$ cat src/rtl/vga_timing_gen_if.sv
// Raster timing bundle from vga_timing_gen to downstream pixel stages.
//   vga_clk      pixel clock (system clock / 2)
//   DrawX/DrawY  current column / row
//   blank        1 = visible pixel, 0 = blanking
//   hs/vs        horizontal / vertical sync, active low
//   sync         composite sync to DAC (constant 0)
//   line_start   high for the pixel period where DrawX == 0
//   frame_start  high for the pixel period where DrawX == 0 && DrawY == 0
interface vga_timing_gen_if;
  logic       vga_clk;
  logic [9:0] DrawX;
  logic [9:0] DrawY;
  logic       blank;
  logic       hs;
  logic       vs;
  logic       sync;
  logic       line_start;
  logic       frame_start;

  modport master (
    output vga_clk, DrawX, DrawY, blank, hs, vs, sync, line_start, frame_start
  );

  modport slave (
    input vga_clk, DrawX, DrawY, blank, hs, vs, sync, line_start, frame_start
  );
endinterface

$ cat src/rtl/vga_timing_gen.sv
// Raster timing source: halves Clk into vga_clk and runs the horizontal and
// vertical pixel counters with their blank/sync/strobe flags.
//   Clk      in   system clock (only clock in the block)
//   reset_n  in   asynchronous active-low reset
//   vga      out  raster bundle (vga_timing_gen_if.master)
module vga_timing_gen #(
  parameter int unsigned H_VISIBLE = 640,
  parameter int unsigned H_FRONT   = 16,
  parameter int unsigned H_SYNC    = 96,
  parameter int unsigned H_BACK    = 48,
  parameter int unsigned V_VISIBLE = 480,
  parameter int unsigned V_FRONT   = 10,
  parameter int unsigned V_SYNC    = 2,
  parameter int unsigned V_BACK    = 33
) (
  input  logic               Clk,
  input  logic               reset_n,
  vga_timing_gen_if.master   vga
);

  localparam int unsigned CW      = 10;
  localparam int unsigned H_TOTAL = H_VISIBLE + H_FRONT + H_SYNC + H_BACK;
  localparam int unsigned V_TOTAL = V_VISIBLE + V_FRONT + V_SYNC + V_BACK;

  localparam logic [CW-1:0] H_LAST = CW'(H_TOTAL - 1);
  localparam logic [CW-1:0] V_LAST = CW'(V_TOTAL - 1);
  localparam logic [CW-1:0] H_VIS  = CW'(H_VISIBLE);
  localparam logic [CW-1:0] V_VIS  = CW'(V_VISIBLE);
  localparam logic [CW-1:0] HS_BEG = CW'(H_VISIBLE + H_FRONT);
  localparam logic [CW-1:0] HS_END = CW'(H_VISIBLE + H_FRONT + H_SYNC);
  localparam logic [CW-1:0] VS_BEG = CW'(V_VISIBLE + V_FRONT);
  localparam logic [CW-1:0] VS_END = CW'(V_VISIBLE + V_FRONT + V_SYNC);

  logic          vga_clk_q;
  logic [CW-1:0] draw_x_q;
  logic [CW-1:0] draw_y_q;
  logic          blank_q;
  logic          hs_q;
  logic          vs_q;
  logic          line_start_q;
  logic          frame_start_q;

  logic [CW-1:0] draw_x_nxt_c;
  logic [CW-1:0] draw_y_nxt_c;
  logic          blank_nxt_c;
  logic          hs_nxt_c;
  logic          vs_nxt_c;
  logic          line_start_nxt_c;
  logic          frame_start_nxt_c;

  // Next raster position and the flags that belong to it, so the registered
  // flags always line up with the registered position.
  always_comb begin
    draw_x_nxt_c = draw_x_q + CW'(1);
    draw_y_nxt_c = draw_y_q;
    if (draw_x_q == H_LAST) begin
      draw_x_nxt_c = '0;
      draw_y_nxt_c = (draw_y_q == V_LAST) ? '0 : draw_y_q + CW'(1);
    end
    blank_nxt_c       = (draw_x_nxt_c < H_VIS) && (draw_y_nxt_c < V_VIS);
    hs_nxt_c          = !((draw_x_nxt_c >= HS_BEG) && (draw_x_nxt_c < HS_END));
    vs_nxt_c          = !((draw_y_nxt_c >= VS_BEG) && (draw_y_nxt_c < VS_END));
    line_start_nxt_c  = (draw_x_nxt_c == '0);
    frame_start_nxt_c = (draw_x_nxt_c == '0) && (draw_y_nxt_c == '0);
  end

  // Pixel clock toggles every Clk; the raster steps on the edge where it rises.
  // Reset parks the counters on the last pixel so the first step lands on (0,0).
  always_ff @(posedge Clk or negedge reset_n) begin
    if (!reset_n) begin
      vga_clk_q     <= 1'b0;
      draw_x_q      <= H_LAST;
      draw_y_q      <= V_LAST;
      blank_q       <= 1'b0;
      hs_q          <= 1'b1;
      vs_q          <= 1'b1;
      line_start_q  <= 1'b0;
      frame_start_q <= 1'b0;
    end else begin
      vga_clk_q <= ~vga_clk_q;
      if (!vga_clk_q) begin
        draw_x_q      <= draw_x_nxt_c;
        draw_y_q      <= draw_y_nxt_c;
        blank_q       <= blank_nxt_c;
        hs_q          <= hs_nxt_c;
        vs_q          <= vs_nxt_c;
        line_start_q  <= line_start_nxt_c;
        frame_start_q <= frame_start_nxt_c;
      end
    end
  end

  assign vga.vga_clk     = vga_clk_q;
  assign vga.DrawX       = draw_x_q;
  assign vga.DrawY       = draw_y_q;
  assign vga.blank       = blank_q;
  assign vga.hs          = hs_q;
  assign vga.vs          = vs_q;
  assign vga.sync        = 1'b0;
  assign vga.line_start  = line_start_q;
  assign vga.frame_start = frame_start_q;

endmodule
$ cat src/flat_wrapper.sv
// flat-port wrapper written by rule: the top's interface ports become plain ports
module vga_timing_gen_flat 
#(
  parameter int unsigned H_VISIBLE = 640,
  parameter int unsigned H_FRONT   = 16,
  parameter int unsigned H_SYNC    = 96,
  parameter int unsigned H_BACK    = 48,
  parameter int unsigned V_VISIBLE = 480,
  parameter int unsigned V_FRONT   = 10,
  parameter int unsigned V_SYNC    = 2,
  parameter int unsigned V_BACK    = 33
)
  (Clk, reset_n, vga_vga_clk, vga_DrawX, vga_DrawY, vga_blank, vga_hs, vga_vs, vga_sync, vga_line_start, vga_frame_start);
  vga_timing_gen_if vga_i ();
  input  logic Clk;
  input  logic reset_n;
  output wire logic [$bits(vga_i.vga_clk)-1:0] vga_vga_clk;
  output wire logic [$bits(vga_i.DrawX)-1:0] vga_DrawX;
  output wire logic [$bits(vga_i.DrawY)-1:0] vga_DrawY;
  output wire logic [$bits(vga_i.blank)-1:0] vga_blank;
  output wire logic [$bits(vga_i.hs)-1:0] vga_hs;
  output wire logic [$bits(vga_i.vs)-1:0] vga_vs;
  output wire logic [$bits(vga_i.sync)-1:0] vga_sync;
  output wire logic [$bits(vga_i.line_start)-1:0] vga_line_start;
  output wire logic [$bits(vga_i.frame_start)-1:0] vga_frame_start;
  assign vga_vga_clk = vga_i.vga_clk;
  assign vga_DrawX = vga_i.DrawX;
  assign vga_DrawY = vga_i.DrawY;
  assign vga_blank = vga_i.blank;
  assign vga_hs = vga_i.hs;
  assign vga_vs = vga_i.vs;
  assign vga_sync = vga_i.sync;
  assign vga_line_start = vga_i.line_start;
  assign vga_frame_start = vga_i.frame_start;
  vga_timing_gen #(.H_VISIBLE(H_VISIBLE), .H_FRONT(H_FRONT), .H_SYNC(H_SYNC), .H_BACK(H_BACK), .V_VISIBLE(V_VISIBLE), .V_FRONT(V_FRONT), .V_SYNC(V_SYNC), .V_BACK(V_BACK)) u_core (.Clk(Clk), .reset_n(reset_n), .vga(vga_i));
endmodule
$ cat config.mk
export PLATFORM = sky130hd
export DESIGN_NAME = vga_timing_gen_flat
export DESIGN_NICKNAME = d
export VERILOG_FILES = /design/src/rtl/vga_timing_gen_if.sv /design/src/rtl/vga_timing_gen.sv /design/src/flat_wrapper.sv
export SDC_FILE = /design/constraint.sdc
export NUM_CORES = 1
export LEC_CHECK = 0
export ABC_CLOCK_PERIOD_IN_PS = 4600
export CELL_PAD_IN_SITES_DETAIL_PLACEMENT = 1
export CELL_PAD_IN_SITES_GLOBAL_PLACEMENT = 1
export CORE_MARGIN = 2
export CORE_UTILIZATION = 30
export CTS_CLUSTER_SIZE = 16
export DETAILED_ROUTE_END_ITERATION = 7
export PLACE_DENSITY_LB_ADDON = 0.05
export SLEW_MARGIN = 15
export SYNTH_ARGS = -nofsm -noshare
export SYNTH_HDL_FRONTEND = slang
export SYNTH_SLANG_ARGS = --single-unit
$ cat constraint.sdc
create_clock -name Clk -period 4.6 [get_ports Clk]
set_clock_uncertainty 0.15 [all_clocks]
set_input_delay 0.92 -clock Clk [delete_from_list [all_inputs] [get_ports Clk]]
set_output_delay 0.92 -clock Clk [all_outputs]
set_load 0.02 [all_outputs]
# == After elaboration in Yosys (flattened, before gate mapping) ==
# Cells that the tools add are included.
# classes
add_sub_neg,2
magnitude_cmp,6
eq_ne,2
muxes,3
bitwise,1
reduce_logical,8
# op_table
cell,n
10-bit 2-to-1 mux,3
10-bit by 1-bit adder with 10-bit output (second input constant),2
10-bit == test (second input constant),2
10-bit logical NOT,2
10-bit < comparator (second input constant),2
10-bit by 9-bit < comparator with 1-bit output (second input constant),2
10-bit >= comparator (second input constant),1
10-bit by 9-bit >= comparator with 1-bit output (second input constant),1
1-bit logical AND,4
1-bit logical NOT,2
1-bit NOT,1
# word_totals
reg_bits,26
inputBits,2
word_cells,30

# == Longest topological paths before layout ==
# logic_depth
depth_word,6
mapped_depth,9
ltp_nobuf,7

# == Worst setup path after synthesis ==
# No wires, ideal clock.
# synth_timing
path_kind,register -> register
from,"register u_core.draw_x_q[0], in the netlist u_core.vga.DrawX[0]"
to,"register u_core.frame_start_q, in the netlist u_core.vga.frame_start"
setup_time_ns,0.122
arrival_time_ns,2.009
t_required_ns,4.328
setup_slack_ns,2.319
stages_incl_launch_ff,10
n_path_buf,2
period_less_slack_ns,2.281
cell_sequence,dfstp_2 -> ha_1 -> and4_4 -> buf_6 -> and3_1 -> buf_6 -> a211oi_1 -> o21bai_1 -> and3_1 -> a32o_1
# synth_between
elab_chain_cells,4
# synth_lines
item,line_no,rtl
"start, declared",vga_timing_gen.sv:35,logic [CW-1:0] draw_x_q;
"start signal, assigned",vga_timing_gen.sv:82,draw_x_q <= draw_x_nxt_c;
10-bit by 1-bit adder with 10-bit output / 10-bit == test (equally long branches),"vga_timing_gen.sv:54, vga_timing_gen.sv:56",
10-bit 2-to-1 mux,vga_timing_gen.sv:56,if (draw_x_q == H_LAST) begin
10-bit logical NOT,vga_timing_gen.sv:64,frame_start_nxt_c = (draw_x_nxt_c == '0) && (draw_y_nxt_c == '0);
1-bit logical AND (*),vga_timing_gen.sv:64,
"end signal, assigned",vga_timing_gen.sv:88,frame_start_q <= frame_start_nxt_c;
"end, declared",vga_timing_gen.sv:41,logic frame_start_q;
# Mark *: on every way between the ends. The rest lies on a longest branch, timed or not.
# A chain may end at the register's enable or synchronous reset.

# == Final worst setup path ==
# layout_timing
from,"register u_core.vga_clk_q, in the netlist u_core.vga.vga_clk"
to,output port vga_vga_clk
# layout_rtl
item,line_no,rtl
"start, declared",vga_timing_gen.sv:34,logic vga_clk_q;
"start signal, assigned",vga_timing_gen.sv:80,vga_clk_q <= ~vga_clk_q;
"end, declared",flat_wrapper.sv:17,output wire logic [$bits(vga_i.vga_clk)-1:0] vga_vga_clk;
# No word-level cell between the ends.

==> summary.txt <==
Pwr
  • Psw: 0.0802 mW
  • Power share of the clock group: 0.447
  • Cell Pwr Density: 205 nW/µm²
  • Leakage: 0.779 nW
  • Sequential power share: 0.536
  • Combinational share of power: 0.017
  • Pint: 0.347 mW
  • Max VDD drop: 0.158 mV
  • Switching fraction of total power: 0.188

Clocking
  • Clock Tree Buf Depth: 2
  • CTS resizes: 0
  • CTS root buf: clkbuf_8
  • Clock-pin slew on the worst setup and hold paths: 0.09 ns
  • CTS tree: built
  • Cts bufs inserted: 3
  • Clk_lat worst skew: 0.27 ns
  • CTS sink count: 26
  • Setup bufs post-CTS: 0
  • Htree depth: 1
  • CTS Hold Bufs: 0

Synthesis
  • Async SR Flop Fraction: 1.00
  • Area leader, netlist: dfrtp_1
  • EDFF count, synth: 0
  • Largest cells by area after synthesis: dfrtp_1, dfstp_2, xnor2_1
  • Register bit count reported by yosys: 26
  • Avg Cell Area, Syn: 9.26 µm²
  • Synthesized cell area: 1770 µm²
  • YS warnings: 0
  • Cell variety after synth: 49
  • Mapped Nets: 196
  • Register area share after synthesis: 0.377
  • Area share of the largest cell type after synthesis: 0.198
  • Cells after synthesis: 191
  • Primary FF master, synth: dfrtp_1

Critical path
  • Crit-path max cell delay: 0.73 ns
  • Nature of the critical path endpoint: output pin
  • Data required, critical path: 3.53 ns
  • Buf/Inv on CP: 1
  • Slowest-stage cell, CP: dfrtp_1
  • Worst EP arrival: 1.72 ns
  • Worst-path fanout max: 15
  • Critical path, cell by cell: clkdlybuf4s50_1
  • Crit path kind: register to output pin
  • Cell family with most CP delay: flip-flops
  • Critical Path Start Type: register

Global route
  • GRT Util Overall: 0.158
  • Pin count of the biggest net entering global routing: 18
  • Grt met3 use: 0.0222
  • Vias in the first global route: 1597
  • Grt met2 use: 0.278
  • Initial antenna violation count: 0
  • GR peak layer: met2
  • Met1 Use GR: 0.192
  • Gr ovfl total: 0
  • Global-route wire length before repair: 7970 µm

Final layout
  • Layout Cells excl Fill: 278
  • Share of cells above drive strength 1: 0.136
  • Area grow syn2layout: 18.1%
  • N_diodes: 0
  • Final Cell Area: 2090 µm²
  • Nets: 212

Floorplanning
  • Starting Density: 0.315
  • Row count: 27
  • Io pins: 29
  • Core area: 5610 µm²
  • Die width: 80.8 µm
  • Die H: 80.8 µm
  • Die area: 6520 µm²

Timing
  • # setup viols final: 0
  • Max Clock Freq: 358 MHz
  • Unrepaired setup endpoints after global routing: false
  • Final hold vios: 0
  • Crit share post-route: 0.607
  • Slew Viols, Final: 0
  • Setup TNS Final: 0 ns
  • Slew headroom: 0.460
  • Worst Tran Pin Value: 0.807 ns
  • Fin crit period: 2.79 ns
  • Fin Hold WS: 0.352 ns

Routing
  • Total Routed Length: 4780 µm
  • Starting DRT DRC Count: 34
  • Average wire per standard cell: 17.2 µm
  • Via/cell ratio: 5.39
  • Vias: 1499
  • DRC violations left: 0
  • Pre-Repair DR Iteration Count: 4
  • DRT antenna net count: 0

Place
  • Input/output buffers: 27
  • DP Area: 2020 µm²
  • Inst Count DP: 274
  • Final GP Congestion: 0.850
  • Hpwl dp: 3590 µm

Flow run
  • Max Cap Violations: 0

Worst hold path
  • Worst min path class: register to register

Run status
  • Run status: finished clean
[per-layer routing]
layer,wire [µm],vias up
met3,99,8
met1,2100,755
met5,0,-
li1,-,714
met4,102,0
met2,2480,22
[power by group through the flow]
stage	Combinational [mW]	Sequential, mW	Clock (mW)
detailed placement	0.00755	0.233	0
global route	0.00829	0.229	0.213
finish	0.00731	0.229	0.191
CTS	0.00759	0.229	0.198
floorplan	0.00136	0.233	0
global placement	0.00742	0.233	0
[cell type report]
| class | instances | area, µm² |
|---|---|---|
| clock inverter | 1 | 30.0 |
| timing repair buffer | 29 | 285 |
| multi-input combinational | 142 | 957 |
| tap | 72 | 90.1 |
| fill | 679 | 3520 |
| inverter | 5 | 18.8 |
| clock buffer | 3 | 41.3 |
| sequential | 26 | 666 |
[flip-flops by register name, summed over array words and instances, names as in the netlist]
signal and flops:
u_core.vga.DrawY 10, u_core.vga.DrawX 10, u_core.vga.vga_clk 1, u_core.vga.blank 1
u_core.vga.vs 1, u_core.vga.hs 1, u_core.vga.line_start 1, u_core.vga.frame_start 1
[synthesized netlist by cell type, types with 2 or more instances]
cell type  count
buf_2          8
nand2_1       15
nor4_1         3
a21oi_1        2
nand3_1       10
inv_1          5
and3_1         2
nand4_1        6
a31oi_1        7
and2_1         5
nor2b_1        3
a21o_1         2
o31ai_1        4
xnor2_1       11
o21ai_0       14
dfrtp_1       14
mux2_2         3
xor2_1         7
dfstp_2       12
ha_1           3
nor3_1         3
nor2_1        16
buf_6          5
clkbuf_1       2
a211oi_1       3
buf_4          3
[worst paths after layout]
path                                startpoint                      to  slack [ns]  cells after the start
hold reg to reg                  u_core.vga.vs           u_core.vga.vs        0.35                      2
min in group asynchronous              reset_n     u_core.vga.DrawX[6]        0.96                      1
setup / recovery            u_core.vga.vga_clk             vga_vga_clk        1.81                      1
setup reg to reg           u_core.vga.DrawX[0]  u_core.vga.frame_start        2.13                      7
hold / removal                   u_core.vga.vs           u_core.vga.vs        0.35                      2
max in group asynchronous              reset_n           u_core.vga.vs        2.66                      2
[per-stage QoR]
| step | setup slack [ns] | utilization | power [mW] |
|---|---|---|---|
| floorplan | 2.32 | - | 0.234 |
| global placement | 2.09 | 0.360 | 0.240 |
| detailed placement | 2.10 | 0.360 | 0.241 |
| CTS | 1.79 | 0.372 | 0.435 |
| global route | 1.74 | 0.372 | 0.450 |
| finish | 1.81 | 0.372 | 0.427 |
[cells in the final DEF (no fill, tap or decap), drive strengths merged, types with 2 or more instances in the layout]
cell type,n
clkdlybuf4s50,27
nor2,16
nand2,15
o21ai,14
dfrtp,14
dfstp,12
xnor2,11
nand3,10
xor2,7
a31oi,7
nand4,7
inv,5
and2,5
o31ai,4
nor2b,3
mux2,3
nor3,3
nor4,3
a211oi,3
ha,3
clkbuf,3
and3,3
a21oi,2
a21o,2
buf,2
and4,2
o211ai,2
[logic make-up after synthesis]
kind of cell | count (synthesis) | share of synthesized area
adders and majority gates | 3 | 0.0212
DFF | 26 | 0.377
xor gates and xnor gates | 18 | 0.0892
buffers and inverters | 23 | 0.0821
AOI/OAI and AO/OA | 45 | 0.188
and+or+nand+nor | 71 | 0.216
muxes | 4 | 0.0248
other | 1 | 0.00212
Note: power is estimated with default switching activity, not from simulation.
